--- config.mk ---
export PLATFORM = sky130hd
export DESIGN_NAME = fetch_unit
export DESIGN_NICKNAME = d
export VERILOG_FILES = /design/src/rtl/fetch_unit.sv
export SDC_FILE = /design/constraint.sdc
export NUM_CORES = 1
export LEC_CHECK = 0
export CAP_MARGIN = 20
export CORE_ASPECT_RATIO = 1.25
export CORE_MARGIN = 2
export CORE_UTILIZATION = 45
export CTS_CLUSTER_DIAMETER = 30
export DETAILED_ROUTE_END_ITERATION = 8
export PLACE_DENSITY_LB_ADDON = 0.1
export SETUP_SLACK_MARGIN = 0.15
export SKIP_CTS_REPAIR_TIMING = 1
export SLEW_MARGIN = 20
export SYNTH_ARGS = -nofsm -noshare
export SYNTH_HDL_FRONTEND = slang
export SYNTH_SLANG_ARGS = --single-unit
--- constraint.sdc ---
create_clock -name clk -period 3 [get_ports clk]
set_clock_uncertainty 0.05 [all_clocks]
set_input_delay 0.45 -clock clk [delete_from_list [all_inputs] [get_ports clk]]
set_output_delay 0.45 -clock clk [all_outputs]
set_load 0.02 [all_outputs]
--- src/rtl/fetch_unit.sv ---
// fetch_unit: instruction-fetch stage. Owns the PC, runs the imem req/ack
// handshake and hands IF/ID an instruction, PC+4 and a load/hold/flush code.
//
// Ports:
//   clk, Reset        clock, synchronous active-high reset
//   stall             ID must hold its instruction this cycle
//   redirect(_pc)     taken branch/jump from ID (ignored while stall=1)
//   imem_req/addr     fetch request, held stable until imem_ack
//   imem_ack/data     one ack per request, data valid with ack
//   iiI, PCp4         instruction and fetch address + 4 to IF/ID
//   a10               IF/ID control: 0 load, 1 hold, 2 flush
//   perf_fetched/perf_bubble  load and bubble counters
//                     (present only when FETCH_PERF_EN is defined)
module fetch_unit #(
  parameter logic [31:0] RESET_PC = 32'h0000_0000
) (
  input  logic        clk,
  input  logic        Reset,
  input  logic        stall,
  input  logic        redirect,
  input  logic [31:0] redirect_pc,
  output logic        imem_req,
  output logic [31:0] imem_addr,
  input  logic        imem_ack,
  input  logic [31:0] imem_data,
  output logic [31:0] iiI,
  output logic [31:0] PCp4,
  output logic [1:0]  a10
`ifdef FETCH_PERF_EN
  ,
  output logic [31:0] perf_fetched,
  output logic [31:0] perf_bubble
`endif
);

  localparam logic [1:0] CTL_LOAD  = 2'd0;
  localparam logic [1:0] CTL_HOLD  = 2'd1;
  localparam logic [1:0] CTL_FLUSH = 2'd2;

  typedef enum logic [1:0] {
    S_REQ  = 2'd0,
    S_HOLD = 2'd1,
    S_DROP = 2'd2
  } state_t;

  state_t      state, state_d;
  logic [31:0] pc, pc_d;
  logic [31:0] hold_ins, hold_ins_d;
  logic [31:0] hold_pc, hold_pc_d;
  logic [31:0] drop_addr, drop_addr_d;

  logic [31:0] pc_p4;
  logic [31:0] hold_p4;
  logic        redir;

  assign pc_p4   = pc + 32'd4;
  assign hold_p4 = hold_pc + 32'd4;

  // ID only re-presents a redirect once it is no longer stalled.
  assign redir = redirect & ~stall;

  always_ff @(posedge clk) begin
    if (Reset) begin
      state     <= S_REQ;
      pc        <= RESET_PC;
      hold_ins  <= 32'd0;
      hold_pc   <= 32'd0;
      drop_addr <= 32'd0;
    end else begin
      state     <= state_d;
      pc        <= pc_d;
      hold_ins  <= hold_ins_d;
      hold_pc   <= hold_pc_d;
      drop_addr <= drop_addr_d;
    end
  end

  always_comb begin
    state_d     = state;
    pc_d        = pc;
    hold_ins_d  = hold_ins;
    hold_pc_d   = hold_pc;
    drop_addr_d = drop_addr;
    imem_req    = 1'b0;
    imem_addr   = pc;
    a10         = CTL_FLUSH;
    iiI         = 32'd0;
    PCp4        = 32'd0;

    unique case (state)
      S_REQ: begin
        imem_req  = 1'b1;
        imem_addr = pc;
        if (imem_ack) begin
          unique case (1'b1)
            stall: begin
              // Park the word; memory is free again.
              hold_ins_d = imem_data;
              hold_pc_d  = pc;
              a10        = CTL_HOLD;
              state_d    = S_HOLD;
            end
            redirect: begin
              a10  = CTL_FLUSH;
              pc_d = redirect_pc;
            end
            default: begin
              a10  = CTL_LOAD;
              iiI  = imem_data;
              PCp4 = pc_p4;
              pc_d = pc_p4;
            end
          endcase
        end else if (redir) begin
          // Request in flight cannot be withdrawn: wait out its ack.
          drop_addr_d = pc;
          pc_d        = redirect_pc;
          a10         = CTL_FLUSH;
          state_d     = S_DROP;
        end else begin
          a10 = stall ? CTL_HOLD : CTL_FLUSH;
        end
      end

      S_HOLD: begin
        imem_req = 1'b0;
        iiI      = hold_ins;
        PCp4     = hold_p4;
        unique case (1'b1)
          stall: begin
            a10 = CTL_HOLD;
          end
          redirect: begin
            a10     = CTL_FLUSH;
            pc_d    = redirect_pc;
            state_d = S_REQ;
          end
          default: begin
            a10     = CTL_LOAD;
            pc_d    = hold_p4;
            state_d = S_REQ;
          end
        endcase
      end

      S_DROP: begin
        imem_req  = 1'b1;
        imem_addr = drop_addr;
        a10       = stall ? CTL_HOLD : CTL_FLUSH;
        // Latest target wins; ack and redirect may coincide.
        if (redir) begin
          pc_d = redirect_pc;
        end
        if (imem_ack) begin
          state_d = S_REQ;
        end
      end

      default: begin
        state_d = S_REQ;
      end
    endcase

    // Reset abandons any outstanding request and flushes IF/ID.
    if (Reset) begin
      imem_req = 1'b0;
      a10      = CTL_FLUSH;
      iiI      = 32'd0;
      PCp4     = 32'd0;
    end
  end

`ifdef FETCH_PERF_EN
  always_ff @(posedge clk) begin
    if (Reset) begin
      perf_fetched <= 32'd0;
      perf_bubble  <= 32'd0;
    end else begin
      if (a10 == CTL_LOAD) begin
        perf_fetched <= perf_fetched + 32'd1;
      end
      if (a10 == CTL_FLUSH) begin
        perf_bubble <= perf_bubble + 32'd1;
      end
    end
  end
`endif

endmodule
# [Word-level counts from Yosys, hierarchy flattened]
# Index checks and enable logic that the tools add are counted.
[word_totals] out_inout_bits=99 register_bits=130 in_bits=69
[classes] n_eq_ne=7 addsub=2 bitwise_logic=3 n_reduce_logical=8 muxes=28
[ops] operator="$mux 32" count=9
[ops] operator="$pmux 32 s2" count=4
[ops] operator="$pmux 32 s3" count=1
[ops] operator="$add 32x3->32 const B" count=2
[ops] operator="$mux 2" count=9
[ops] operator="$pmux 2 s3" count=2
[ops] operator="$ne 3x3->1 const B" count=3
[ops] operator="$reduce_and 3->1" count=3
[ops] operator="$ne 2x2->1 const B" count=2
[ops] operator="$pmux 2 s2" count=1
[ops] operator="$reduce_and 4->1" count=1
[ops] operator="$reduce_or 2->1" count=2
[ops] operator="$reduce_bool 3->1" count=1
[ops] operator="$eq 2x1->1 const B" count=1
[ops] operator="$eq 2x2->1 const B" count=1
[ops] operator="$logic_not 2->1" count=1
[ops] operator="$mux 1" count=2
[ops] operator="$not 1->1" count=2
[ops] operator="$and 1x1->1" count=1

# [Logic depth before layout (Yosys ltp)]
# Gate-level depths: netlist (run 1).
[logic_depth] depth_word=6 mapped_depth=11 ltp_nobuf=8

# [Worst setup path after synthesis (run 1)]
# Ideal clock, no wire load.
[synth_timing] path_type="flip-flop to output port" startpoint="reg state[0]" endpoint="out iiI[14]" path_slack_ns=0.462 path_stages_with_launch=11 arrival_time_ns=2.038 required_time_ns=2.500 cell_sequence="dfxtp_1 -> inv_1 -> ha_1 -> buf_2 -> nor2b_1 -> nor2b_1 -> clkbuf_1 -> buf_2 -> buf_1 -> a22oi_1 -> nor2_1"
[synth_via] elab_chain_len=3 word_cells_on_any_way=4 cone_classes="1 x eq/ne; 2 x mux; 1 x reduce/logical"
[synth_rtl] item="start, declared" line="46" rtl="state_t state, state_d;"
[synth_rtl] item="start signal, assigned" line="70" rtl="state <= state_d;"
[synth_rtl] item="$eq 2x1->1 / $logic_not 2->1 (equally long branches)" line="90" rtl="unique case (state)"
[synth_rtl] item="$pmux 32 s2 *" line="90"
[synth_rtl] item="$mux 32 *" line="165" rtl="if (Reset) begin"
[synth_rtl] item="end, declared" line="26" rtl="output logic [31:0] iiI,"
# Mark *: on every way between the ends. The rest lies on a longest branch, timed or not.

# [Worst setup path after layout (run 1)]
[layout_timing] startpoint="reg pc[5]" endpoint="out PCp4[20]"
[layout_via] elab_chain_len=5
[layout_rtl] item="start, declared" line="47" rtl="logic [31:0] pc, pc_d;"
[layout_rtl] item="start signal, assigned" line="71" rtl="pc <= pc_d;"
[layout_rtl] item="$add 32x3->32" line="56" rtl="assign pc_p4 = pc + 32'd4;"
[layout_rtl] item="$mux 32" line="95" rtl="unique case (1'b1)"
[layout_rtl] item="$mux 32" line="94" rtl="if (imem_ack) begin"
[layout_rtl] item="$pmux 32 s2" line="90"
[layout_rtl] item="$mux 32" line="165"
[layout_rtl] item="end, declared" line="27" rtl="output logic [31:0] PCp4,"
# No other way between the ends.

==> results.py, run 1 <==
metrics = {
    "clock_network": {
        "tritoncts": "built",
        "cts_buffers": 17,
        "htree_levels": 4,
        "path_clk_slew_ns": 0.06,
        "insertion_delay_ns": 0.43,
        "cts_buffer_depth": 2,
        "cts_num_sinks": 130,
        "root_buffer": "clkbuf_16",
    },
    "drt": {
        "via_per_inst": 6.13,
        "drt_iter0_drc": 1255,
        "drc": 0,
        "routedWlPerCell_um": 20.8,
        "ant_nets": 0,
        "vias": 11128,
        "wl_um": 37700,
        "drt-pass1-iter-count": 8,
    },
    "placed_design": {
        "placedCellCount": 1759,
        "post_dp_cell_area_sq_um": 11900,
        "globalplace.congestion": 0.956,
        "io_buffers": 167,
        "hpwl_um": 26200,
    },
    "floorplan": {
        "coreArea_sq_um": 20000,
        "io_pins": 168,
        "rows": 58,
        "initial_core_util_pct": 45.4,
        "dieArea_sq_um": 21300,
        "die_w_um": 131,
        "die_h_um": 163,
    },
    "hold_path": {
        "worstHoldPathType": "flip-flop to flip-flop",
        "hold_depth": 2,
    },
    "final_layout": {
        "syn2layout_area_growth_pct": 46.1,
        "fin_area_sq_um": 13200,
        "final_common_cell": "nand2_1",
        "drive_above_1_share_pct": 25.1,
        "nNetsFinal": 1606,
        "mostFrequentLayoutCells": "nand2_1, buf_4, a21oi_1",
        "diodes": 0,
        "layout.cells.non_filler": 1814,
    },
    "logic_synthesis": {
        "synth_top_area_share_pct": 28.7,
        "postSynthCellCount": 1290,
        "synth_enable_flop_cells": 0,
        "postSynth.topFlopCell": "dfxtp_1",
        "syn_nets": 1365,
        "ys_warn_count": 0,
        "postSynth.asyncResetShare_pct": 0,
        "ys_seq_area_share_pct": 28.7,
        "avgSynthCellArea_sq_um": 7.03,
        "yosys-top-cells-area": "dfxtp_1, nand2_1, a21oi_1",
        "synth_area_sq_um": 9060,
        "ys_ff_latch": 130,
        "yosysTopAreaCell": "dfxtp_1",
        "yosysUniqueCellTypes": 68,
    },
    "power": {
        "seq_power_share_pct": 31.2,
        "powerDensity_nw_per_um2": 495,
        "switchingPower_mw": 2.50,
        "p_leak_nw": 5.82,
        "pwr-share-comb_pct": 38.7,
        "ir_drop_uv": 479,
        "p_int_mw": 4.06,
        "clkPwrFrac_pct": 30.0,
        "p_sw_share_pct": 38.1,
    },
    "worst_setup_path": {
        "crit_fanout": 6,
        "critPathSlowestCell": "dfxtp_1",
        "crit_path_frequent_cell": "buf_6",
        "max_stage_delay_ns": 0.47,
        "startpoint_type": "flip-flop",
        "critical_path_arrival_ns": 2.42,
        "end_kind": "output port",
        "path_class": "flip-flop to output port",
        "cp_cell_sequence": "nand4_1 -> nor4_4 -> buf_6 -> buf_6 -> nand3_4 -> xnor2_2 -> a22oi_2 -> nor2_1 -> buf_4",
        "worstPathRequired_ns": 2.50,
        "r2r_cells": 10,
    },
    "sta": {
        "whs_ns": 0.402,
        "layout_min_cycle_time_ns": 2.92,
        "rsz0062_at_grt": "true",
        "final-hold-violation-count": 0,
        "setup_viol": 0,
        "tightestPinTransition_ns": 0.609,
        "report.final.slew_viol_count": 0,
        "finalCritPeriodShare_pct": 97.2,
        "slew_headroom_pct": 59.3,
        "fmax_mhz": 343,
    },
    "run": {
        "maxCapViolCount": 0,
    },
    "global_routing": {
        "antenna_found_initial": 0,
        "grt_use_total_pct": 34.3,
        "overflow": 0,
        "grt_max_degree": 45,
        "grt_pass1_wl_um": 56200,
        "grt_pass1_vias": 10314,
    },
    "run_status": {
        "status": "complete, no violations",
    },
}
[cell families (layout without fill, tap and decap cells)]
| logic type | count (synthesis) | in the layout | synth area share (%) |
|---|---|---|---|
| flip-flops | 130 | 130 | 28.7 |
| XOR/XNOR | 56 | 56 | 5.41 |
| adder cells (fa/ha/maj) | 6 | 6 | 0.828 |
| AO/OA/AOI/OAI | 341 | 341 | 24.4 |
| buffers and inverters | 145 | 399 | 6.63 |
| AND/OR/NAND/NOR | 565 | 565 | 28.4 |
| multiplexers | 47 | 47 | 5.63 |
[through the flow]
| stage | setup WS, ns | utilization, % | power [mW] | TNS [ns] |
|---|---|---|---|---|
| after floorplan | 0.462 | - | 3.40 | 0 |
| after global placement | -0.0131 | 59.7 | 4.43 | -0.0131 |
| after detailed placement | -0.0337 | 59.7 | 4.45 | -0.0337 |
| after CTS | -0.420 | 62.4 | 6.40 | -12.23 |
| after global routing | -0.00489 | 66.4 | 6.79 | -0.00489 |
| final | 0.0826 | 66.4 | 6.55 | 0 |
[final timing paths]
path	startpoint	end	slack [ns]
max reg2reg	state[0]$_SDFFE_PP0P_	pc[29]$_SDFFE_PP0P_	0.44
min	drop_addr[25]$_SDFFE_PP0P_	drop_addr[25]$_SDFFE_PP0P_	0.40
min reg2reg	drop_addr[25]$_SDFFE_PP0P_	drop_addr[25]$_SDFFE_PP0P_	0.40
max	pc[5]$_SDFFE_PP0P_	PCp4[20]	0.08
[critical path, delay by kind of cell, from the launching register on]
family / cells / cell delay, ns
and+or+nand+nor: 4 / 0.80
DFF: 1 / 0.47
buffers and inverters: 3 / 0.44
xor gates and xnor gates: 1 / 0.20
AOI/OAI and AO/OA: 1 / 0.08
[registers in the layout, summed over array words and instances, names as in the netlist]
| name | flops |
|---|---|
| hold_pc | 32 |
| state | 2 |
| hold_ins | 32 |
| pc | 32 |
| drop_addr | 32 |
[power by group through the flow]
stage	Sequential, mW	Combinational (mW)	Clock (mW)
after floorplan	1.99	1.41	0
after global placement	2.05	2.38	0
after detailed placement	2.06	2.39	0
after CTS	2.02	2.41	1.97
after global routing	2.06	2.69	2.05
final	2.05	2.54	1.97
[synth_stat cells (5+ instances only)]
cell      count
o21ai_0      37
xor2_1       19
a311oi_1      6
and3_1       12
a31oi_1       8
mux2_2       32
a21oi_1     144
nor3_1       13
nor2_1      115
a221o_1      18
a211oi_1      5
dfxtp_1     130
inv_1        14
a221oi_1     15
mux2i_1      15
nand2b_1      9
nor4_1       15
nor2b_1       5
o22ai_1       8
buf_1        11
buf_2        33
xnor2_1      37
ha_1          6
o221ai_1      5
nand4_1      19
o211ai_1      5
nand2_1     311
clkbuf_1     82
nand3_1      38
a22oi_1      57
[cell type report]
type / instances / area (sq um)
clock buffers: 19 / 443
fillers: 1701 / 6710
flip-flops and latches: 130 / 2640
repair buffers: 352 / 3320
well taps: 270 / 338
inverters: 15 / 60.1
clock inverters: 13 / 101
multi-input cells: 1015 / 6340
[per-layer routing]
layer	wire [um]	global-route usage [%]	up-vias
met5	0	0	-
met4	2320	19.8	0
met3	3540	7.13	177
met2	18100	56.5	734
met1	13700	40.8	5185
li1	-	-	5032
Note: power is estimated with default switching activity, not from simulation.
==> run 2, diff against run 1 <==
- ABC_AREA: default -> 0
- SETUP_SLACK_MARGIN: 0.15 -> 0.02
==> run 2 against run 1 <==
Power is 0.71% lower. Worst setup slack worse by 0.062 ns. Sequential cell count is the same. Hold slack gained 0.00065 ns. Critical endpoint is now PCp4[22]. Largest power group unchanged.
==> results.py, run 2 (same netlist as run 1, synthesis figures left out) <==
metrics = {
    "drt": {
        "ant_nets": 0,
        "via_per_inst": 6.08,
        "wl_um": 37400,
        "vias": 10958,
        "drc": 0,
        "drt_iter0_drc": 1159,
        "drt-pass1-iter-count": 9,
        "routedWlPerCell_um": 20.8,
    },
    "floorplan": {
        "coreArea_sq_um": 20000,
        "dieArea_sq_um": 21300,
        "rows": 58,
        "die_w_um": 131,
        "die_h_um": 163,
        "initial_core_util_pct": 45.4,
        "io_pins": 168,
    },
    "final_layout": {
        "drive_above_1_share_pct": 20.2,
        "final_common_cell": "nand2_1",
        "mostFrequentLayoutCells": "nand2_1, buf_4, a21oi_1",
        "nNetsFinal": 1593,
        "syn2layout_area_growth_pct": 41.4,
        "diodes": 0,
        "fin_area_sq_um": 12800,
    },
    "global_routing": {
        "grt_pass1_vias": 10314,
        "grt_max_degree": 45,
        "grt_pass1_wl_um": 56200,
        "antenna_found_initial": 0,
        "overflow": 0,
        "grt_use_total_pct": 34.3,
    },
    "placed_design": {
        "post_dp_cell_area_sq_um": 11900,
        "hpwl_um": 26200,
        "place_ws_ns": -0.0337,
        "io_buffers": 167,
        "globalplace.congestion": 0.956,
    },
    "power": {
        "powerDensity_nw_per_um2": 507,
        "ir_drop_uv": 480,
        "power_mw": 6.50,
        "p_leak_nw": 5.74,
    },
    "sta": {
        "worst_slack_ns": 0.0204,
        "finalCritPeriodShare_pct": 99.3,
        "tightestPinTransition_ns": 0.611,
        "layout_min_cycle_time_ns": 2.98,
        "rsz0062_at_grt": "true",
        "whs_ns": 0.403,
        "setup_viol": 0,
        "fmax_mhz": 336,
        "slew_headroom_pct": 59.3,
        "report.final.slew_viol_count": 0,
        "final-hold-violation-count": 0,
    },
    "clock_network": {
        "root_buffer": "clkbuf_16",
        "insertion_delay_ns": 0.43,
        "cts_buffers": 17,
        "tritoncts": "built",
        "path_clk_slew_ns": 0.06,
        "htree_levels": 4,
        "cts_num_sinks": 130,
        "cts_buffer_depth": 2,
    },
    "worst_setup_path": {
        "worstPathRequired_ns": 2.50,
        "path_class": "flip-flop to output port",
        "startpoint_type": "flip-flop",
        "end_kind": "output port",
        "critical_path_arrival_ns": 2.48,
        "crit_fanout": 5,
    },
    "run_status": {
        "status": "complete, no violations",
    },
    "hold_path": {
        "worstHoldPathType": "flip-flop to flip-flop",
    },
    "run": {
        "maxCapViolCount": 0,
    },
}
[run 2: final timing paths]
check / startpoint / to / slack [ns] / cells past startpoint
max: hold_pc[7]$_SDFFE_PP0P_ / PCp4[22] / 0.02 / 9
min: drop_addr[25]$_SDFFE_PP0P_ / drop_addr[25]$_SDFFE_PP0P_ / 0.40 / 2
max reg2reg: state[1]$_SDFFE_PP0P_ / pc[29]$_SDFFE_PP0P_ / 0.33 / 10
min reg2reg: drop_addr[25]$_SDFFE_PP0P_ / drop_addr[25]$_SDFFE_PP0P_ / 0.40 / 2
[run 2: power by group]
group | internal [mW] | switching (mW) | leakage (nW)
Sequential | 1.88 | 0.154 | 1.06
Combinational | 1.06 | 1.43 | 4.42
Clock | 1.09 | 0.887 | 0.257
[run 2: layout make-up]
class / count / area, sq um
timing repair buffer: 339 / 3210
sequential: 130 / 2620
fill: 1777 / 7140
tap: 270 / 338
inverter: 15 / 56.3
multi-input combinational: 1015 / 6060
clock inverter: 13 / 101
clock buffer: 19 / 443
[run 2: critical path, stage by stage, from the launching register on]
cell and delay (ns):
dfxtp_2 0.39, nand4_1 0.21, buf_4 0.21, nor4_4 0.29, buf_4 0.18, nand2_1 0.07, xnor2_1 0.25, a2bb2oi_1 0.13
nor2_1 0.10, dlymetal6s2s_1 0.23
[run 2: stage by stage]
step	utilization [%]	instances	setup TNS, ns
2_1_floorplan	-	1290	0
3_3_place_gp	59.7	1759	-0.0131
3_5_place_dp	59.7	1759	-0.0337
4_1_cts	62.4	1791	-12.23
5_1_grt	64.2	1801	-0.242
6_report	64.2	1801	0
[run 2: layer usage]
layer	part of all wire [%]	track usage [%]	vias up
met5	0	0	-
met4	6.0	19.8	0
met3	8.6	7.13	169
met2	48	56.5	679
met1	37	40.8	5089
li1	-	-	5021
